### config.mk
export PLATFORM = sky130hd
export DESIGN_NAME = spi_cmd_decoder
export DESIGN_NICKNAME = d
export VERILOG_FILES = /design/src/rtl/spi_cmd_decoder.sv
export SDC_FILE = /design/constraint.sdc
export NUM_CORES = 1
export LEC_CHECK = 0
export ABC_AREA = 0
export CORE_ASPECT_RATIO = 1.75
export CORE_MARGIN = 2
export CORE_UTILIZATION = 57
export DETAILED_ROUTE_END_ITERATION = 10
export GPL_ROUTABILITY_DRIVEN = 1
export PLACE_DENSITY = 0.81
export RECOVER_POWER = 50
export SLEW_MARGIN = 40
export SYNTH_ARGS = -nofsm -noshare
export SYNTH_HDL_FRONTEND = slang
export SYNTH_SLANG_ARGS = --single-unit
### constraint.sdc
create_clock -name clk -period 3.2 [get_ports clk]
set_input_delay 0.64 -clock clk [delete_from_list [all_inputs] [get_ports clk]]
set_output_delay 0.64 -clock clk [all_outputs]
set_load 0.05 [all_outputs]
### src/rtl/spi_cmd_decoder.sv
// Byte-oriented command decoder behind an SPI slave: drives four BCD display digits,
// a colon/decimal-point selector and a saturating protocol error counter, one reply per byte.
module spi_cmd_decoder #(
    parameter int TIMEOUT = 16000
) (
    input  logic       clk,
    input  logic       reset,
    input  logic [7:0] rx_byte,
    input  logic       rx_ready,
    output logic [7:0] tx_byte,
    output logic       tx_valid,
    output logic [3:0] digit0,
    output logic [3:0] digit1,
    output logic [3:0] digit2,
    output logic [3:0] digit3,
    output logic [1:0] colon,
    output logic [7:0] err_cnt
);

    localparam int              CW       = (TIMEOUT > 2) ? $clog2(TIMEOUT) : 1;
    localparam logic [CW-1:0]   CNT_LAST = CW'(TIMEOUT - 1);
    localparam logic [7:0]      ACK      = 8'hA5;
    localparam logic [7:0]      NAK      = 8'hEE;

    typedef enum logic [1:0] {IDLE, PAY1, PAY2} state_t;

    state_t         state_q, state_d;
    logic [7:0]     cmd_q, cmd_d;
    logic [7:0]     hold_q, hold_d;
    logic [15:0]    dig_q, dig_d;
    logic [1:0]     colon_q, colon_d;
    logic [7:0]     tx_byte_q, tx_byte_d;
    logic           tx_valid_q, tx_valid_d;
    logic [7:0]     err_q, err_d;
    logic [CW-1:0]  cnt_q, cnt_d;
    logic           err_inc;

    // SET_ALL commit word: held high byte plus the incoming low byte
    logic [15:0]    pay2_word;
    logic [3:0]     pay2_ok;
    logic [15:0]    dig_inc;
    logic [3:0]     inc_carry;

    assign pay2_word    = {hold_q, rx_byte};
    assign inc_carry[0] = 1'b1;

    for (genvar gi = 0; gi < 4; gi++) begin : g_nib
        logic wrap;
        assign pay2_ok[gi] = (pay2_word[gi*4 +: 4] <= 4'd9);
        assign wrap        = (dig_q[gi*4 +: 4] == 4'd9);
        assign dig_inc[gi*4 +: 4] = inc_carry[gi] ? (wrap ? 4'd0 : dig_q[gi*4 +: 4] + 4'd1)
                                                  : dig_q[gi*4 +: 4];
        if (gi < 3) begin : g_carry
            assign inc_carry[gi+1] = inc_carry[gi] & wrap;
        end
    end

    always_comb begin
        state_d    = state_q;
        cmd_d      = cmd_q;
        hold_d     = hold_q;
        dig_d      = dig_q;
        colon_d    = colon_q;
        tx_byte_d  = tx_byte_q;
        tx_valid_d = 1'b0;
        cnt_d      = cnt_q;
        err_inc    = 1'b0;

        if (rx_ready) begin
            cnt_d      = '0;
            tx_valid_d = 1'b1;
            tx_byte_d  = ACK;
            case (state_q)
                IDLE: begin
                    case (rx_byte)
                        8'h00: ;
                        8'h10, 8'h11, 8'h12, 8'h13, 8'h20, 8'h30: begin
                            cmd_d   = rx_byte;
                            state_d = PAY1;
                        end
                        8'h40: dig_d = dig_inc;
                        8'h50: tx_byte_d = err_q;
                        8'h51: tx_byte_d = dig_q[15:8];
                        8'h52: tx_byte_d = dig_q[7:0];
                        default: begin
                            tx_byte_d = NAK;
                            err_inc   = 1'b1;
                        end
                    endcase
                end
                PAY1: begin
                    if (cmd_q == 8'h20) begin
                        hold_d  = rx_byte;
                        state_d = PAY2;
                    end else begin
                        state_d = IDLE;
                        if (cmd_q == 8'h30) begin
                            colon_d = rx_byte[1:0];
                        end else if (rx_byte[3:0] <= 4'd9) begin
                            dig_d[{cmd_q[1:0], 2'b00} +: 4] = rx_byte[3:0];
                        end else begin
                            tx_byte_d = NAK;
                            err_inc   = 1'b1;
                        end
                    end
                end
                PAY2: begin
                    state_d = IDLE;
                    hold_d  = '0;
                    if (&pay2_ok) begin
                        dig_d = pay2_word;
                    end else begin
                        tx_byte_d = NAK;
                        err_inc   = 1'b1;
                    end
                end
                default: state_d = IDLE;
            endcase
        end else if (state_q != IDLE) begin
            // A silent timeout abandons the command without a reply
            if (cnt_q == CNT_LAST) begin
                state_d = IDLE;
                cnt_d   = '0;
                hold_d  = '0;
                err_inc = 1'b1;
            end else begin
                cnt_d = cnt_q + 1'b1;
            end
        end

        err_d = (err_inc && err_q != 8'hFF) ? err_q + 8'd1 : err_q;
    end

    always_ff @(posedge clk) begin
        if (reset) begin
            state_q    <= IDLE;
            cmd_q      <= '0;
            hold_q     <= '0;
            dig_q      <= '0;
            colon_q    <= 2'b11;
            tx_byte_q  <= '0;
            tx_valid_q <= 1'b0;
            err_q      <= '0;
            cnt_q      <= '0;
        end else begin
            state_q    <= state_d;
            cmd_q      <= cmd_d;
            hold_q     <= hold_d;
            dig_q      <= dig_d;
            colon_q    <= colon_d;
            tx_byte_q  <= tx_byte_d;
            tx_valid_q <= tx_valid_d;
            err_q      <= err_d;
            cnt_q      <= cnt_d;
        end
    end

    assign tx_byte  = tx_byte_q;
    assign tx_valid = tx_valid_q;
    assign digit0   = dig_q[3:0];
    assign digit1   = dig_q[7:4];
    assign digit2   = dig_q[11:8];
    assign digit3   = dig_q[15:12];
    assign colon    = colon_q;
    assign err_cnt  = err_q;

endmodule

Word-level counts from Yosys, hierarchy flattened
Index checks and enable logic that the tools add are counted.

Logic and storage cells: 121. Output and inout port bits: 35. Input port bits: 11. Bits in registers: 67.

Eq/ne operators: 31. Muxes and demuxes: 42. Reduce and logical (&&, ||, !) cells: 20. Add/subtract/negate cells: 7. Shift operators: 2. Bitwise operators: 3. Magnitude comparators: 4.

Operator list (count): $mux 16 (5); $pmux 16 s3 (1); $eq 8x5->1 const B (4); $eq 8x6->1 const B (4); $eq 8x7->1 const B (4); $mux 8 (4); $pmux 8 s4 (1); $mux 4 (7); $mux 7 (4); $pmux 8 s3 (1); $reduce_and 8->1 (3); $add 4x1->4 const B (4); $bwmux 16 (1); $eq 4x4->1 const B (4); $le 4x4->1 const B (4); $pmux 8 s2 (1); $shift 4x6->16 const A (1); $shiftx 4x6->16 (1); $add 14x1->14 const B (1); $eq 14x14->1 const B (1); $mux 14 (1); $ne 2x2->1 const B (7); $reduce_and 4->1 (3); $reduce_or 11->1 (1); 25 further kinds (41).

Depth between registers and ports, before layout
Gate-level depths: netlist of run 1.

Word-level depth: 7. Depth in mapped cells: 9. Mapped depth without buffers: 8.

Least setup slack after synthesis of run 1
OpenSTA, ideal clock, no wires.

Kind: reg-to-reg. Start point: register state_q[0]. End point: register err_q[0] (netlist: err_cnt[0]). Required time: 3079 ps. Library setup time: 121 ps. Buffers on the path: 1. Data arrival time: 2192 ps. Stages on the path, launching flop included: 10. Setup slack: 887 ps. Period minus slack after synthesis: 2313 ps. Cell sequence: dfxtp_1 inv_1 ha_1 buf_2 and4b_1 nand4_2 o31ai_4 nand2_1 nor2_1 mux2_2.

Longest elaborated chain between the ends: 4. Elaborated cells between the ends (all ways): 8. Classes of those cells: eq/ne: 2; mux: 3; reduce/logical: 3.

Ends and longest elaborated chain: start, declared (RTL line 27) `state_t state_q, state_d;`; start signal, assigned (RTL line 146) `state_q <= state_d;`; $eq 2x2->1 (tied with other cells) (RTL line 73) `case (state_q)`; $pmux 1 s3 / $mux 1 (equally long branches) (RTL line 73, 119); $mux 1 * (RTL line 69) `if (rx_ready) begin`; $logic_and 1x1->1 * (RTL line 131) `err_d = (err_inc && err_q != 8'hFF) ? err_q + 8'd1 : err_q;`; end signal, assigned (RTL line 153) `err_q <= err_d;`; end, declared (RTL line 34) `logic [7:0] err_q, err_d;`.

Mark *: on every way between the ends. The rest lies on a longest branch, timed or not. A chain may end at the register's enable or synchronous reset.

Worst setup path after layout of run 1
Start point: register state_q[0]. End point: register err_q[6] (netlist: err_cnt[6]).

The elaborated chain is that of the path after synthesis.

==> metrics.txt, run 1 <==
CTS buffer count 9; fmax 354 MHz; commonest non-fill, non-tap cell in the layout dfxtp_1; Final Hold Viols 0; GR Overflow Total 0; root buf cell clkbuf_16; synthesized flop and latch total 67; period utilization 0.883; Crit path largest cell delay 0.51 ns; Critical path buffers and inverters 3; # hold bufs at CTS 0; pin count of the biggest net entering global routing 33; sw frac 0.251; Max Cap Violations 0; first-pass GRT wire length 19.3 mm; Async SR Flop Fraction 0; # rows 40; Detail Route Antenna Nets 0; Ys Warns 0; IO Port Bufs 45; area of the die 7710 µm²; Final nets 571; worst rel slew slack 0.460; most frequent cells in the layout 67 x dfxtp_1, 50 x nor2_1, 47 x nand2_1, 34 x dlygate4sd3_1, 31 x a21oi_1; status complete, no violations; Worst path top cell family by delay buffers and inverters; Internal Power 0.00152 W; Initial DRT Pass Iterations 5; Worst Clk Skew 0.00574 ns; critical path peak fanout 11; final hold slack 0.482 ns; Seq pwr share 0.423; clock share of power 0.476; Clk Latency, worst-skew pair 0.33 ns; r2r startpoint state_q[0]$_SDFFE_PP0P_; Mapped Area 3990 µm²; Die X 67.2 µm; CP required 3.43 ns; top_reg_cell synth dfxtp_1; Netlist cell types 71; Die Ht 115 µm; Via Count 4,100; worst min path class reg2reg; fin cells 636; measured slew at the worst slew-check pin 0.811 ns; GR Util met3 0.0610; critical setup path kind reg2reg; WP data arrival 3.05 ns; setup slack, reg-to-reg 0.37 ns; Synth Net Count 524; Iteration-0 DRC Markers 511; Peak VDD IR 0.328 mV; CP Capture Type flop; Pins Over Slew Limit 0; core region area 6810 µm²; area grow syn2layout 22.1%; CTS sink cnt 67; layout cells sized above 1 0.0960; CTS resizes 0; Max Buffers Root-to-Sink 2; Hold Startpoint hold_q[0]$_SDFFE_PP0P_; Inst Count DP 620; Avg Synthesized Cell Area 7.98 µm²; starting density of the core 0.586; Lkg Pwr 1.84 nW; DRC 0; Post-CTS Setup Inserts 0; GR Util All Layers 0.335; Slowest-stage cell, CP or4b_1; sw power 0.000510 W; TNS Setup 0 ns; IO Count 46; routed wire length 12.2 mm; Post-synth EDFFs 0; via/cell ratio 6.45; Worst-path clk slew 0.06 ns; RSZ-0062 raised after global routing no; initial antenna violation count 0; grt peak-use layer met2; Post-DP HPWL 8.78 mm; Final Critical Period 2.83 ns; GRT met1 Usage 0.374; Critical Path Source state_q[0]$_SDFFE_PP0P_; vias in the first global route 3,823; Power Density 417 nW/µm²; Final setup viols 0; htree depth 3; Power Total 0.00203 W; CTS tree built; Mapped Cells 500; met2 usage 0.557; combinational share of power 0.102; WL per Instance 19.1 µm; crit-path cells inv_1 -> ha_1 -> clkinv_1 -> o32ai_1 -> a211oi_2 -> buf_4 -> or4b_1 -> o211a_1; routability cong. 1.05; fill count 569; Critical Path Start Type flop; # diodes 0; Seq/Total Area, Yosys 0.336; Final Util 0.715
metrics by stage:
step	area, µm²	setup slack, ns
floorplan	3990	0.887
global placement	4580	0.303
detailed placement	4580	0.240
CTS	4880	0.406
global route	4870	0.154
finish	4870	0.374
worst reg2reg max path: stages, from the launching register on:
cell      delay [ns]
dfxtp_1         0.36
inv_1           0.12
ha_1            0.47
clkinv_1        0.45
o32ai_1         0.37
a211oi_2        0.10
buf_4           0.20
or4b_1          0.52
o211a_1         0.14
metal layers:
metal / part of all wire / up-vias
met4: 0.058 / 0
met1: 0.37 / 1887
met5: 0 / -
met3: 0.066 / 60
li1: - / 1934
met2: 0.51 / 219
final cells by class:
cell class / count / area (µm²) / share of cell area
timing repair buffer: 66 / 604 / 0.124
clock inverter: 3 / 20.0 / 0.00411
clock buffer: 13 / 280 / 0.0576
inverter: 26 / 97.6 / 0.0200
sequential: 67 / 1340 / 0.275
multi-input combinational: 377 / 2420 / 0.497
tap: 84 / 105 / 0.0216
final timing paths:
kind                                   to  cells past startpoint
setup / recovery  err_cnt[6]$_SDFFE_PP0P_                      8
hold / removal     hold_q[0]$_SDFFE_PP0P_                      1
setup reg to reg  err_cnt[6]$_SDFFE_PP0P_                      8
hold reg to reg    hold_q[0]$_SDFFE_PP0P_                      1
synth_stat cells (3+ instances only):
cell type | number | area [µm²]
nand3_1 | 22 | 110
a221o_1 | 3 | 30.0
or2_2 | 4 | 25.0
xnor2_1 | 6 | 52.6
a211o_1 | 3 | 26.3
a211oi_1 | 5 | 37.5
xor2_1 | 8 | 70.1
dfxtp_1 | 67 | 1340
nand2_1 | 47 | 176
nor2b_1 | 12 | 75.1
nand3b_1 | 4 | 30.0
o31ai_1 | 3 | 22.5
nor3b_1 | 3 | 22.5
a22o_1 | 10 | 87.6
o41ai_1 | 3 | 26.3
or3_1 | 3 | 18.8
inv_1 | 24 | 90.1
ha_1 | 13 | 163
nand4_1 | 6 | 37.5
o21bai_1 | 3 | 22.5
nor3_1 | 16 | 80.1
a41oi_1 | 3 | 26.3
o21ai_0 | 27 | 135
nor2_1 | 50 | 188
o22ai_1 | 8 | 50.1
mux2i_1 | 13 | 130
a311o_1 | 3 | 30.0
a21oi_1 | 31 | 155
mux2_2 | 3 | 33.8
a221oi_1 | 7 | 61.3
buf_1 | 3 | 11.3
and3_1 | 9 | 56.3
clkbuf_1 | 22 | 82.6
a31oi_1 | 7 | 43.8
buf_2 | 3 | 15.0
power by group through the flow:
stage / registers [W] / clock network, W / logic, W
after floorplan: 0.000915 / 0 / 0.0000868
after global placement: 0.000876 / 0 / 0.000206
after detailed placement: 0.000877 / 0 / 0.000207
after CTS: 0.000859 / 0.000975 / 0.000209
after global routing: 0.000860 / 0.00102 / 0.000218
final: 0.000859 / 0.000967 / 0.000206
logic make-up (layout without fill, tap and decap cells):
| kind of cell | after synthesis | in the layout | share of synthesized area |
|---|---|---|---|
| buf+inv | 56 | 108 | 0.0549 |
| fa+ha+maj | 14 | 14 | 0.0433 |
| flops | 67 | 67 | 0.336 |
| mux | 16 | 16 | 0.0411 |
| compound gates | 143 | 143 | 0.254 |
| xor+xnor | 14 | 14 | 0.0308 |
| simple gates | 190 | 190 | 0.240 |
registers in the layout, indices dropped and copies added (netlist names):
signal,count
state_q,2
colon,2
cmd_q,8
dig_q,16
err_cnt,8
tx_valid,1
hold_q,8
cnt_q,14
tx_byte,8
Power figures use the tool's default switching activity.
==> run 2, diff against run 1 <==
--- a/config.mk
+++ b/config.mk
@@ -9,6 +9,7 @@
 export CORE_ASPECT_RATIO = 1.75
 export CORE_MARGIN = 2
 export CORE_UTILIZATION = 57
+export CTS_CLUSTER_SIZE = 8
 export DETAILED_ROUTE_END_ITERATION = 10
 export GPL_ROUTABILITY_DRIVEN = 1
 export PLACE_DENSITY = 0.81
==> results of run 2 <==
Final layout, timing and power as in run 1 (identical DEF).
